[src/rtl/pipe_register_pkg.sv]
// Shared limits for the valid/ready pipeline register.
package pipe_register_pkg;

  localparam int PIPE_REG_MAX_DEPTH = 8;
  localparam int PIPE_REG_MAX_WIDTH = 256;

endpackage : pipe_register_pkg

[src/rtl/pipe_register_stage.sv]
// One valid/ready register stage. It loads from upstream whenever it is
// empty or its downstream is ready; otherwise it holds. Data only moves
// when a valid entry arrives, so empty stages do not toggle.
module pipe_register_stage
  import pipe_register_pkg::*;
#(
  parameter int               WIDTH     = 32,
  parameter logic [WIDTH-1:0] RESET_VAL = '0
) (
  input  logic             clk,
  input  logic             rst,
  input  logic             flush_i,
  input  logic             up_valid_i,
  input  logic [WIDTH-1:0] up_data_i,
  input  logic             dn_ready_i,
  output logic             ready_o,
  output logic             valid_d_o,
  output logic             valid_o,
  output logic [WIDTH-1:0] data_o
);

  logic             valid_q, valid_d;
  logic [WIDTH-1:0] data_q, data_d;

  // Ready/next-state: flush drops the valid bit but leaves data untouched.
  always_comb begin
    ready_o = !valid_q || dn_ready_i;
    valid_d = valid_q;
    data_d  = data_q;
    if (flush_i) begin
      valid_d = 1'b0;
    end else if (ready_o) begin
      valid_d = up_valid_i;
      if (up_valid_i) data_d = up_data_i;
    end
  end

  // Stage state with immediate reset to the configured data value.
  always_ff @(posedge clk or negedge rst) begin
    if (!rst) begin
      valid_q <= 1'b0;
      data_q  <= RESET_VAL;
    end else begin
      valid_q <= valid_d;
      data_q  <= data_d;
    end
  end

  assign valid_d_o = valid_d;
  assign valid_o   = valid_q;
  assign data_o    = data_q;

endmodule : pipe_register_stage

[src/rtl/pipe_register.sv]
// DEPTH-stage valid/ready pipeline register with bubble collapse, flush
// and a registered occupancy count.
module pipe_register
  import pipe_register_pkg::*;
#(
  parameter int               WIDTH     = 32,
  parameter int               DEPTH     = 2,
  parameter logic [WIDTH-1:0] RESET_VAL = '0
) (
  input  logic                         clk,
  input  logic                         rst,
  input  logic                         in_valid,
  input  logic [WIDTH-1:0]             in_data,
  output logic                         in_ready,
  output logic                         out_valid,
  output logic [WIDTH-1:0]             out_data,
  input  logic                         out_ready,
  input  logic                         flush,
  output logic [$clog2(DEPTH+1)-1:0]   occupancy
);

  localparam int OCC_W = $clog2(DEPTH + 1);

  if (DEPTH < 1 || DEPTH > PIPE_REG_MAX_DEPTH) begin : g_bad_depth
    $error("pipe_register: DEPTH out of range 1..%0d", PIPE_REG_MAX_DEPTH);
  end
  if (WIDTH < 1 || WIDTH > PIPE_REG_MAX_WIDTH) begin : g_bad_width
    $error("pipe_register: WIDTH out of range 1..%0d", PIPE_REG_MAX_WIDTH);
  end

  // vld/dat index k is the input of stage k; index k+1 is its output.
  logic [DEPTH:0]              vld;
  logic [DEPTH:0][WIDTH-1:0]   dat;
  logic [DEPTH-1:0]            dn_rdy;
  logic [DEPTH-1:0]            st_rdy;
  logic [DEPTH-1:0]            vld_d;
  logic [OCC_W-1:0]            occ_q, occ_d;

  assign vld[0] = in_valid;
  assign dat[0] = in_data;

  // Downstream ready for each stage, walking back from the consumer. An
  // accumulator keeps the chain inside one block.
  always_comb begin
    logic acc;
    acc    = out_ready;
    dn_rdy = '0;
    for (int k = DEPTH - 1; k >= 0; k--) begin
      dn_rdy[k] = acc;
      acc       = acc | ~vld[k+1];
    end
  end

  for (genvar k = 0; k < DEPTH; k++) begin : g_stage
    pipe_register_stage #(
      .WIDTH     (WIDTH),
      .RESET_VAL (RESET_VAL)
    ) u_stage (
      .clk        (clk),
      .rst        (rst),
      .flush_i    (flush),
      .up_valid_i (vld[k]),
      .up_data_i  (dat[k]),
      .dn_ready_i (dn_rdy[k]),
      .ready_o    (st_rdy[k]),
      .valid_d_o  (vld_d[k]),
      .valid_o    (vld[k+1]),
      .data_o     (dat[k+1])
    );
  end

  assign in_ready  = st_rdy[0] & ~flush;
  assign out_valid = vld[DEPTH];
  assign out_data  = dat[DEPTH];

  // Next occupancy is the population count of the next-state valid bits.
  always_comb begin
    occ_d = '0;
    for (int k = 0; k < DEPTH; k++) occ_d = occ_d + OCC_W'(vld_d[k]);
  end

  // Registered occupancy so it lines up with the stage valid bits.
  always_ff @(posedge clk or negedge rst) begin
    if (!rst) occ_q <= '0;
    else      occ_q <= occ_d;
  end

  assign occupancy = occ_q;

endmodule : pipe_register

[config.mk]
export PLATFORM = sky130hd
export DESIGN_NAME = pipe_register
export DESIGN_NICKNAME = d
export VERILOG_FILES = /design/src/rtl/pipe_register_pkg.sv /design/src/rtl/pipe_register_stage.sv /design/src/rtl/pipe_register.sv
export SDC_FILE = /design/constraint.sdc
export NUM_CORES = 1
export LEC_CHECK = 0
export BUFFER_PORTS_ARGS = -buffer_cell sky130_fd_sc_hd__buf_2
export CAP_MARGIN = 10
export CORE_ASPECT_RATIO = 1.5
export CORE_MARGIN = 3
export CORE_UTILIZATION = 57
export DETAILED_ROUTE_END_ITERATION = 10
export PLACE_DENSITY = 0.91
export SLEW_MARGIN = 10
export SYNTH_ARGS = -nofsm -noshare
export SYNTH_HDL_FRONTEND = slang
export SYNTH_SLANG_ARGS = --single-unit
[constraint.sdc]
create_clock -name clk -period 2.5 [get_ports clk]
set_input_delay 0.125 -clock clk [delete_from_list [all_inputs] [get_ports clk]]
set_output_delay 0.125 -clock clk [all_outputs]
set_load 0.005 [all_outputs]
* After elaboration in Yosys (flattened, before gate mapping)
Cells that the tools add are included.
W data, S select, Z words.
** Word-level totals
- Output and inout bits :: 36
- Logic and storage cells :: 20
- Register bits after elaboration :: 68
- Input bits :: 37
** Cells by class
- Add/sub/neg operators :: 1
- Multiplexer cells :: 4
- Reductions and logical operators :: 6
- Bitwise gates (word level) :: 4
** Operators by type and width (count)
- $reduce_and A3 Y1 :: 2
- $mux W1 :: 4
- $add A1 B1 Y2 :: 1
- $logic_not A1 Y1 :: 2
- $logic_or A1 B1 Y1 :: 2
- $not A1 Y1 :: 2
- $and A1 B1 Y1 :: 1
- $or A1 B1 Y1 :: 1

* Longest topological paths before layout
Gate-level depths: netlist of run 1.
- Depth in word-level cells :: 6
- Gate-level depth with buffers :: 5
- Mapped depth without buffers :: 4

* Cells and area by module
A second synthesis of run 1 with hierarchy kept.
** Unflattened totals
- Cell total of the unflattened synthesis :: 151
- Area, all modules :: 2610.0 µm²
** By module, submodules not included
- pipe_register_stage :: times used 2, sequential area each 825.8 µm², area each 1263.7 µm², cells an instance 73
- pipe_register :: times used 1, sequential area each 50.0 µm², area each 82.6 µm², cells an instance 5

* Least setup slack after synthesis of run 1
OpenSTA, ideal clock, no wires.
- Kind :: flip-flop to flip-flop
- From :: register g_stage[1].u_stage.valid_q
- To :: register g_stage[0].u_stage.data_q[10]
- Period minus slack after synthesis :: 1.622 ns
- Data arrival time :: 1.496 ns
- Path slack :: 0.878 ns
- Stages on the path, launching flop included :: 6
- Setup time :: 0.125 ns
- Buffers on the path :: 2
- Data required time :: 2.375 ns
- Cells stage by stage :: dfrtp_1 -> and3b_1 -> or3b_1 -> buf_6 -> buf_12 -> mux2_4
** On the way
- Cells in the longest elaborated chain, start to end :: 4
** Ends and longest elaborated chain
- start: declaration :: RTL line pipe_register_stage.sv:22 : logic valid_q, valid_d;
- start signal: assignment :: RTL line pipe_register_stage.sv:44 : valid_q <= valid_d;
- $not A1 Y1 :: RTL line pipe_register.sv:50 : acc = acc | ~vld[k+1];
- $or A1 B1 Y1 :: RTL line pipe_register.sv:50
- $logic_or A1 B1 Y1 :: RTL line pipe_register_stage.sv:27 : ready_o = !valid_q || dn_ready_i;
- $reduce_and A3 Y1 (no source line)
- end signal: assignment :: RTL line pipe_register_stage.sv:45 : data_q <= data_d;
- end: declaration :: RTL line pipe_register_stage.sv:23 : logic [WIDTH-1:0] data_q, data_d;
No other way between the ends.
A chain may end at the register's enable or synchronous reset.

* Worst setup path in the final report of run 1
- From :: register g_stage[1].u_stage.valid_q
- To :: register g_stage[0].u_stage.data_q[8]
The elaborated chain is that of the path after synthesis.

==> impl_metrics.ini, run 1 <==
[die]
start_util_pct = 59.93
die_area_um2 = 6053
row_count = 31
die_w_um = 64.53
pin_count = 73
die_h_um = 93.80
fp.coreArea_um2 = 4887

[timing]
finalHoldViolations = 0
period_minus_slack_ns = 1.844
rsz0062_at_grt = false
finalCritPeriodShare_pct = 73.75
finalSetupViolCount = 0
slew_violations = 0
fmax_mhz = 542.3
max_slew_margin_pct = 55.19
worst_pin_slew_ns = 0.6721
timing.setup.tns_ns = 0
clock_skew_ns = 0.006014

[grt]
busiest_layer = met2
met2_usage_pct = 27.59
grt_overflow = 0
grt_pass1_wl_mm = 7.472
grt_usage_pct = 16.76
antenna_found_initial = 0
use_met1_pct = 19.89
met3_usage_pct = 4.790
grt_max_degree = 40
grt_pass1_vias = 1524

[detailed_routing]
ant_nets = 0
routed_wl_mm = 4.536
first_pass_iters = 4
wl_per_cell_um = 15.02
vias = 1468
viasPerCell = 4.861
first_iter_violations = 54
drc = 0

[synth]
syn_area_per_cell_um2 = 16.09
ys_ff_latch = 68
syn_area_um2 = 2929
synth_fa_ha_area_share_pct = 0.4272
synth_compound_gate_area_share_pct = 0
muxShareOfSynthArea_pct = 28.45
synth_top_family_by_area = multiplexers
synth-simple-area-share_pct = 1.751
yosysSeqAreaShare_pct = 58.09
yosys_warnings = 0
synthesis.nets = 220
synth_xor_area_share_pct = 0
yosysUniqueCellTypes = 14
netlist_instances = 182

[cts]
numClockSinks = 68
post_cts_buffers = 0
tritoncts = done
clkTransAtPathRegs_ns = 0.07
clk_path_buf_depth = 2
h-tree-depth = 3
numCtsBuffers = 9
insertion_delay_ns = 0.33
root_buffer = clkbuf_8

[power_and_ir_drop]
vdd_drop_max_v = 0.0004267
p_leak_nw = 1.687
cellPowerDensity_nw_per_um2 = 896.3

[run_status]
status = completed

[critical_path]
crit_path_end_kind = flop
slowest_delay_ns = 0.44
cp_slowest_cell = or3b_2
path_cells = and3b_1 -> or3b_2 -> buf_4 -> mux2_4
crit_type = reg2reg
cp_max_fo = 32
startpoint_type = flop
crit_required_ns = 2.71
worstPathArrival_ns = 2.06

[run]
cap_viol_max_count = 0

[worst_hold_path]
min_path_type = in2reg

[placement]
place_hpwl_mm = 3.227
place.gp.congestion = 0.6784
port_buffers = 72

[layout]
layout.cells.most_common_list = buf_2 (72), dfrtp_1 (68), mux2_2 (32)
final_core_util_pct = 68.13
area_growth_pct = 13.67
final_nets = 269
layout_commonest_cell = buf_2
n_antenna_cell = 0
drive_gt1_share_pct = 65.68
fillers = 372
[registers in the layout, indices dropped and copies added, names as in the netlist]
name	flops
g_stage.u_stage.valid_o	2
occupancy	2
g_stage.u_stage.data_o	64
[synthesized netlist by cell type]
cell type | instances | area [um2]
and3b_1 | 1 | 8.760
buf_12 | 3 | 60.06
buf_2 | 3 | 15.01
buf_4 | 32 | 240.2
buf_6 | 1 | 11.26
clkbuf_1 | 1 | 3.750
dfrtp_1 | 68 | 1702
ha_1 | 1 | 12.51
mux2_1 | 2 | 22.52
mux2_2 | 32 | 360.4
mux2_4 | 30 | 450.4
nor2_1 | 5 | 18.77
nor2b_1 | 1 | 6.260
or3b_1 | 2 | 17.52
[logic make-up after synthesis]
| logic type | after synthesis |
|---|---|
| flip-flops | 68 |
| multiplexers | 64 |
| buffers and inverters | 40 |
| AND/OR/NAND/NOR | 9 |
| adder cells (fa/ha/maj) | 1 |
[stage by stage]
step                hold WS [ns]  worst slack (ns)  total power [mW]  area [um2]  std cells
finish                   0.02044            0.6561             2.984        3329        302
floorplan                -0.1706            0.8785             1.982        2929        182
global placement          0.1897            0.7082             1.999        3084        284
CTS                     0.001087            0.6545             3.032        3329        302
global route            0.001768            0.5926             3.140        3329        302
detailed placement        0.1954            0.6692             2.038        3084        284
[per-layer routing]
metal,up-vias,share of wire [%]
li1,688,-
met1,728,41
met2,45,53
met3,7,4.6
met4,0,1.8
met5,-,0
[worst paths after layout]
check,slack [ns],cells after the start,end,startpoint
setup / recovery,0.66,4,g_stage[0].u_stage.data_o[8],g_stage[1].u_stage.valid_o
hold / removal,0.02,2,g_stage[0].u_stage.data_o[21],in_data[21]
setup reg to reg,0.66,4,g_stage[0].u_stage.data_o[8],g_stage[1].u_stage.valid_o
hold reg to reg,0.50,1,g_stage[1].u_stage.data_o[20],g_stage[1].u_stage.data_o[20]
max in group asynchronous,1.48,3,g_stage[0].u_stage.valid_o,rst
min in group asynchronous,0.38,2,g_stage[1].u_stage.data_o[21],rst
[final cells by class]
type / instances / area [um2] / share of cell area, %
sequential: 68 / 1702 / 51.11
multi-input combinational: 74 / 897.1 / 26.94
timing repair buffer: 78 / 422.9 / 12.70
clock buffer: 10 / 137.6 / 4.134
clock inverter: 6 / 87.58 / 2.631
tap: 66 / 82.58 / 2.480
[where the power goes]
part	leakage (nW)	switching (mW)	internal (mW)	total, mW
Combinational	0.773	0.191	0.358	0.549
Sequential	0.810	0.119	1.34	1.46
Clock	0.105	0.390	0.586	0.977
[worst max-delay path: cells and delay by family (launching register included)]
family                 cells  cell delay (ns)
buffers and inverters      1             0.32
muxes                      1             0.36
DFF                        1             0.39
and+or+nand+nor            2             0.65
[what timing repair did]
action	CTS	global route
endpoints found under the hold margin	30	0
hold buffers	2	0
resized for setup	0	0
Power figures use the tool's default switching activity.
==> run 2: changes to the inputs <==
--- a/config.mk
+++ b/config.mk
@@ -9,9 +9,9 @@
 export CAP_MARGIN = 10
 export CORE_ASPECT_RATIO = 1.5
 export CORE_MARGIN = 3
-export CORE_UTILIZATION = 57
+export CORE_UTILIZATION = 47
 export DETAILED_ROUTE_END_ITERATION = 10
-export PLACE_DENSITY = 0.91
+export PLACE_DENSITY = 0.81
 export SLEW_MARGIN = 10
 export SYNTH_ARGS = -nofsm -noshare
 export SYNTH_HDL_FRONTEND = slang
==> constraint.sdc (replaced) <==
create_clock -name clk -period 1.51 [get_ports clk]
set_input_delay 0.0755 -clock clk [delete_from_list [all_inputs] [get_ports clk]]
set_output_delay 0.0755 -clock clk [all_outputs]
set_load 0.005 [all_outputs]
==> run 2 against run 1 <==
Against the previous run: the flow now finishes with violations (setup timing); utilization down 3.6 points; clock-buffer cell count rose by 1; critical path depth did not move; sequential power is 65% higher; die area up 20%; critical path type unchanged; design area is 15% higher.
==> impl_metrics.ini, run 2 (same netlist as run 1, synthesis figures left out) <==
[run_status]
status = complete, but fails checks
violations = setup timing

[detailed_routing]
first_pass_iters = 4
first_iter_violations = 61
drc = 0
viasPerCell = 4.722
vias = 1648
wl_per_cell_um = 15.28
ant_nets = 0
routed_wl_mm = 5.334

[layout]
n_antenna_cell = 0
layout_commonest_cell = buf_2
fillers = 424
drive_gt1_share_pct = 59.93
largest_register_ffs = 64
stdcell_count = 349
area_growth_pct = 30.20
final_nets = 310
layout.cells.most_common_list = buf_2 (72), dfrtp_1 (68), dlygate4sd3_1 (34)

[worst_hold_path]
min_path_type = in2reg
min_from = in_valid
hold_path_depth = 3
hold_end = g_stage[0].u_stage.valid_o

[timing]
clock_skew_ns = 0.008756
rsz0062_at_grt = true
max_slew_margin_pct = 76.41
finalCritPeriodShare_pct = 110.2
period_minus_slack_ns = 1.664
finalSetupViolCount = 64
slew_violations = 0
hold-worst-slack_ns = 0.05673
finalHoldViolations = 0
setup_slack_ns = -0.1544
fmax_mhz = 600.8
worst_pin_slew_ns = 0.3539

[critical_path]
crit_path_end_kind = flop
crit_required_ns = 1.72
rr_endpoint = g_stage[0].u_stage.data_o[1]
r2r_start = g_stage[1].u_stage.valid_o
reg2reg_slack_ns = -0.15
crit_type = reg2reg
worstPathArrival_ns = 1.88
startpoint_type = flop
cp_max_fo = 9
reg2reg_depth = 4

[power_and_ir_drop]
p_leak_nw = 1.924
cellPowerDensity_nw_per_um2 = 1274
vdd_drop_max_v = 0.0008032

[cts]
insertion_delay_ns = 0.33
h-tree-depth = 3
numCtsBuffers = 9
tritoncts = done
root_buffer = clkbuf_8
clkTransAtPathRegs_ns = 0.07
clk_path_buf_depth = 2
numClockSinks = 68

[die]
row_count = 34
start_util_pct = 49.53
fp.coreArea_um2 = 5913
die_h_um = 102.7
die_w_um = 70.46
pin_count = 73
die_area_um2 = 7235

[grt]
grt_usage_pct = 14.99
antenna_found_initial = 0
grt_overflow = 0
grt_max_degree = 69
grt_pass1_vias = 1743
grt_pass1_wl_mm = 8.231

[run]
cap_viol_max_count = 0

[placement]
place_hpwl_mm = 3.275
place_inst = 294
place.gp.congestion = 0.7004
port_buffers = 72
## run 2: changes by cell type in the layout (fill, tap and decap cells not counted), sizes merged
cell	delta
dlygate4sd3	+32
clkbuf	+4
bufinv	-1
buf	+6
clkinv	+2
clkinvlp	-2
## run 2: worst max path at each step
stage,startpoint,to,depth (start not counted),slack [ns]
after floorplan,g_stage[1].u_stage.valid_o,g_stage[0].u_stage.data_o[10],5,-0.1
after global placement,g_stage[0].u_stage.valid_o,g_stage[0].u_stage.data_o[24],4,-0.16
after detailed placement,g_stage[1].u_stage.valid_o,g_stage[0].u_stage.data_o[5],4,-0.19
after CTS,g_stage[1].u_stage.valid_o,g_stage[1].u_stage.data_o[0],5,-0.16
after global routing,g_stage[1].u_stage.valid_o,g_stage[0].u_stage.data_o[19],4,-0.18
final,g_stage[1].u_stage.valid_o,g_stage[0].u_stage.data_o[1],4,-0.15
## run 2: through the flow
step	area (um2)	TNS, ns	setup slack (ns)	utilization [%]	power [mW]
floorplan	2958	-3.369	-0.09604	-	3.288
finish	3814	-7.905	-0.1544	64.49	4.857
CTS	3687	-5.849	-0.1560	62.36	4.867
global route	3814	-9.476	-0.1770	64.49	5.114
detailed placement	3147	-9.741	-0.1875	53.22	3.389
global placement	3147	-7.975	-0.1570	53.22	3.337
## run 2: area by class of cell
type	instances	area, um2	area share (%)
clock inverters	5	52.55	1.378
repair buffers	119	917.1	24.05
clock buffers	11	131.4	3.445
multi-input cells	74	920.9	24.15
flip-flops and latches	68	1702	44.62
well taps	72	90.09	2.362
## run 2: what timing repair did
action	4_1_cts	5_1_grt
setup endpoints to repair	64	64
gates resized for setup	5	9
gates cloned	0	3
hold buffers	34	0
endpoints found under the hold margin	102	0
pin swaps	0	1
setup buffers	0	2
## run 2: routing by layer
metal  global-route usage [%]  vias to the layer above  wire, um
met5                        0                        -         0
met4                    8.407                        0       103
met3                    2.732                        9       198
met2                    26.19                       39      2936
met1                    17.35                      833      2096
li1                         -                      767         -
## run 2: where the power goes
group / internal (mW) / switching, mW
Combinational: 0.704 / 0.352
Clock: 0.755 / 0.634
Sequential: 2.22 / 0.194
Total: 3.68 / 1.18
## run 2: worst max-delay path: stages (launching register included)
cell and delay [ns]:
dfrtp_1 0.40, and3b_1 0.20, or3b_4 0.45, clkbuf_16 0.21
mux2_4 0.29
==> run 3: changes to the inputs <==
--- a/config.mk
+++ b/config.mk
@@ -5,13 +5,14 @@
 export SDC_FILE = /design/constraint.sdc
 export NUM_CORES = 1
 export LEC_CHECK = 0
+export ABC_AREA = 1
 export BUFFER_PORTS_ARGS = -buffer_cell sky130_fd_sc_hd__buf_2
 export CAP_MARGIN = 10
 export CORE_ASPECT_RATIO = 1.5
 export CORE_MARGIN = 3
-export CORE_UTILIZATION = 47
+export CORE_UTILIZATION = 48
 export DETAILED_ROUTE_END_ITERATION = 10
-export PLACE_DENSITY = 0.81
+export PLACE_DENSITY = 0.83
 export SLEW_MARGIN = 10
 export SYNTH_ARGS = -nofsm -noshare
 export SYNTH_HDL_FRONTEND = slang
==> run 3 against run 2 <==
Against the previous run: the flow now finishes without violations; die area hardly changed; utilization is 2.5 points lower; global-route usage is 3.2 points higher; critical endpoint is now in_ready.
==> impl_metrics.ini, run 3 <==
[run_status]
status = completed

[cts]
clk_path_buf_depth = 2
numClockSinks = 68
h-tree-depth = 3
root_buffer = clkbuf_8
tritoncts = done
clkTransAtPathRegs_ns = 0.07
insertion_delay_ns = 0.33
numCtsBuffers = 9
post_cts_resize_count = 0

[timing]
finalCritPeriodShare_pct = 86.92
rsz0062_at_grt = false
finalHoldViolations = 0
finalSetupViolCount = 0
worst_pin_slew_ns = 0.3437
max_slew_margin_pct = 77.09
period_minus_slack_ns = 1.313
clock_skew_ns = 0.005888
slew_violations = 0
timing.setup.tns_ns = 0
fmax_mhz = 761.9

[synth]
synth_ff_type = dfrtp_1
synth-edff-count = 0
ys_ff_latch = 68
yosysSeqAreaShare_pct = 56.93
yosysMostFrequentCell = nand2_1
synthesis.nets = 363
syn_area_um2 = 2989
yosys_warnings = 0
async_flop_share_pct = 100.0
syn_area_per_cell_um2 = 9.197
synth_area_leader_cell = dfrtp_1
yosysUniqueCellTypes = 12
ys_top_cells_by_area = dfrtp_1 (57%), nand2_1 (16%), nand3_1 (11%), buf_4 (9.5%), buf_6 (2.3%)
netlist_instances = 325
synth_commonest_cells = nand2_1 (130), dfrtp_1 (68), nand3_1 (64), buf_4 (38)
synth_top_area_share_pct = 56.93

[placement]
place_inst = 429
place_hpwl_mm = 4.132
port_buffers = 72
place.gp.congestion = 0.7258

[power_and_ir_drop]
power_frac_comb_pct = 16.1
clkPwrFrac_pct = 33.3
p_leak_nw = 2.055
vdd_drop_max_v = 0.0006749
netSwitchingFraction_pct = 25.94
p_sw_mw = 1.162
seqPwrFrac_pct = 50.6
cellPowerDensity_nw_per_um2 = 1222
p_int_mw = 3.318

[layout]
regArea_um2 = 1702
area_growth_pct = 22.69
layout_commonest_cell = nand2_1
layout.cells.most_common_list = nand2_1 (130), buf_2 (72), dfrtp_1 (68)
stdcell_count = 477
n_antenna_cell = 0
largest_register_ffs = 64
drive_gt1_share_pct = 25.19
fillers = 489
multiInputGateArea_um2 = 885.9
final_nets = 438

[critical_path]
crit_path_end_kind = output port
crit_required_ns = 1.43
cp_max_fo = 12
crit_type = reg2out
startpoint_type = flop
worstPathArrival_ns = 1.24

[die]
pin_count = 73
die_area_um2 = 7230
start_util_pct = 50.55
die_w_um = 70.43
die_h_um = 102.7
fp.coreArea_um2 = 5913
row_count = 34

[detailed_routing]
first_iter_violations = 113
viasPerCell = 4.851
drc = 0
vias = 2314
wl_per_cell_um = 12.59
routed_wl_mm = 6.007
first_pass_iters = 4
ant_nets = 0

[worst_hold_path]
min_path_type = in2reg

[grt]
grt_pass1_wl_mm = 10.34
grt_overflow = 0
grt_usage_pct = 18.24
grt_pass1_vias = 2306
grt_max_degree = 69
antenna_found_initial = 0

[run]
cap_viol_max_count = 0
==> run 3: area by class of cell <==
type                       instances  area share [%]
inverter                           5          0.5118
sequential                        68           46.40
multi-input combinational        202           24.16
clock buffer                      12           4.231
clock inverter                     4           1.296
timing repair buffer             114           20.95
tap                               72           2.456
==> run 3: through the flow <==
stage | hold WS (ns) | utilization, % | total power, mW | setup WS, ns | instance area (um2)
2_1_floorplan | -0.2201 | - | 2.863 | 0.2305 | 2989
3_3_place_gp | 0.1148 | 53.17 | 2.942 | 0.3506 | 3144
3_5_place_dp | 0.1282 | 53.17 | 2.972 | 0.2736 | 3144
4_1_cts | 0.001609 | 62.02 | 4.516 | 0.1883 | 3667
5_1_grt | 0.03806 | 62.02 | 4.739 | 0.1078 | 3667
6_report | 0.003795 | 62.02 | 4.480 | 0.1975 | 3667
==> run 3: cells by family after synthesis <==
logic type	after synthesis	share of synthesized area (%)
simple gates	199	28.88
flops	68	56.93
buf+inv	55	13.44
compound gates	2	0.3349
fa+ha+maj	1	0.4185
==> run 3: layer usage <==
layer / wire, um / GRT usage, % / up-vias
met5: 0 / 0 / -
met4: 198 / 10.91 / 0
met3: 329 / 3.220 / 19
met2: 3168 / 32.61 / 71
met1: 2312 / 20.21 / 1073
li1: - / - / 1151
==> run 3: critical path: stages (launching register included) <==
cell and delay (ns):
dfrtp_1 0.40, nand3_2 0.12, buf_4 0.19, nand2_1 0.06, inv_1 0.04, buf_2 0.10
==> run 3: power by group through the flow <==
stage / sequential (mW) / clock (mW) / combinational (mW)
after floorplan: 2.27 / 0 / 0.593
after global placement: 2.30 / 0 / 0.641
after detailed placement: 2.30 / 0 / 0.671
after CTS: 2.27 / 1.51 / 0.735
after global routing: 2.30 / 1.60 / 0.835
final: 2.27 / 1.49 / 0.722
==> run 3: repair_timing <==
item	CTS	global route
hold buffers	32	0
hold endpoints to repair	99	0
buffers inserted	0	0
==> run 3: worst paths after layout <==
kind / from / to / slack (ns) / depth (start not counted)
max: g_stage[1].u_stage.valid_o / in_ready / 0.20 / 5
min: in_data[25] / g_stage[0].u_stage.data_o[25] / 0.004 / 3
max reg2reg: g_stage[1].u_stage.valid_o / g_stage[0].u_stage.data_o[27] / 0.27 / 5
min reg2reg: g_stage[1].u_stage.data_o[23] / g_stage[1].u_stage.data_o[23] / 0.46 / 2
max in group asynchronous: rst / g_stage[0].u_stage.data_o[11] / 0.91 / 3
min in group asynchronous: rst / g_stage[0].u_stage.data_o[8] / 0.31 / 3
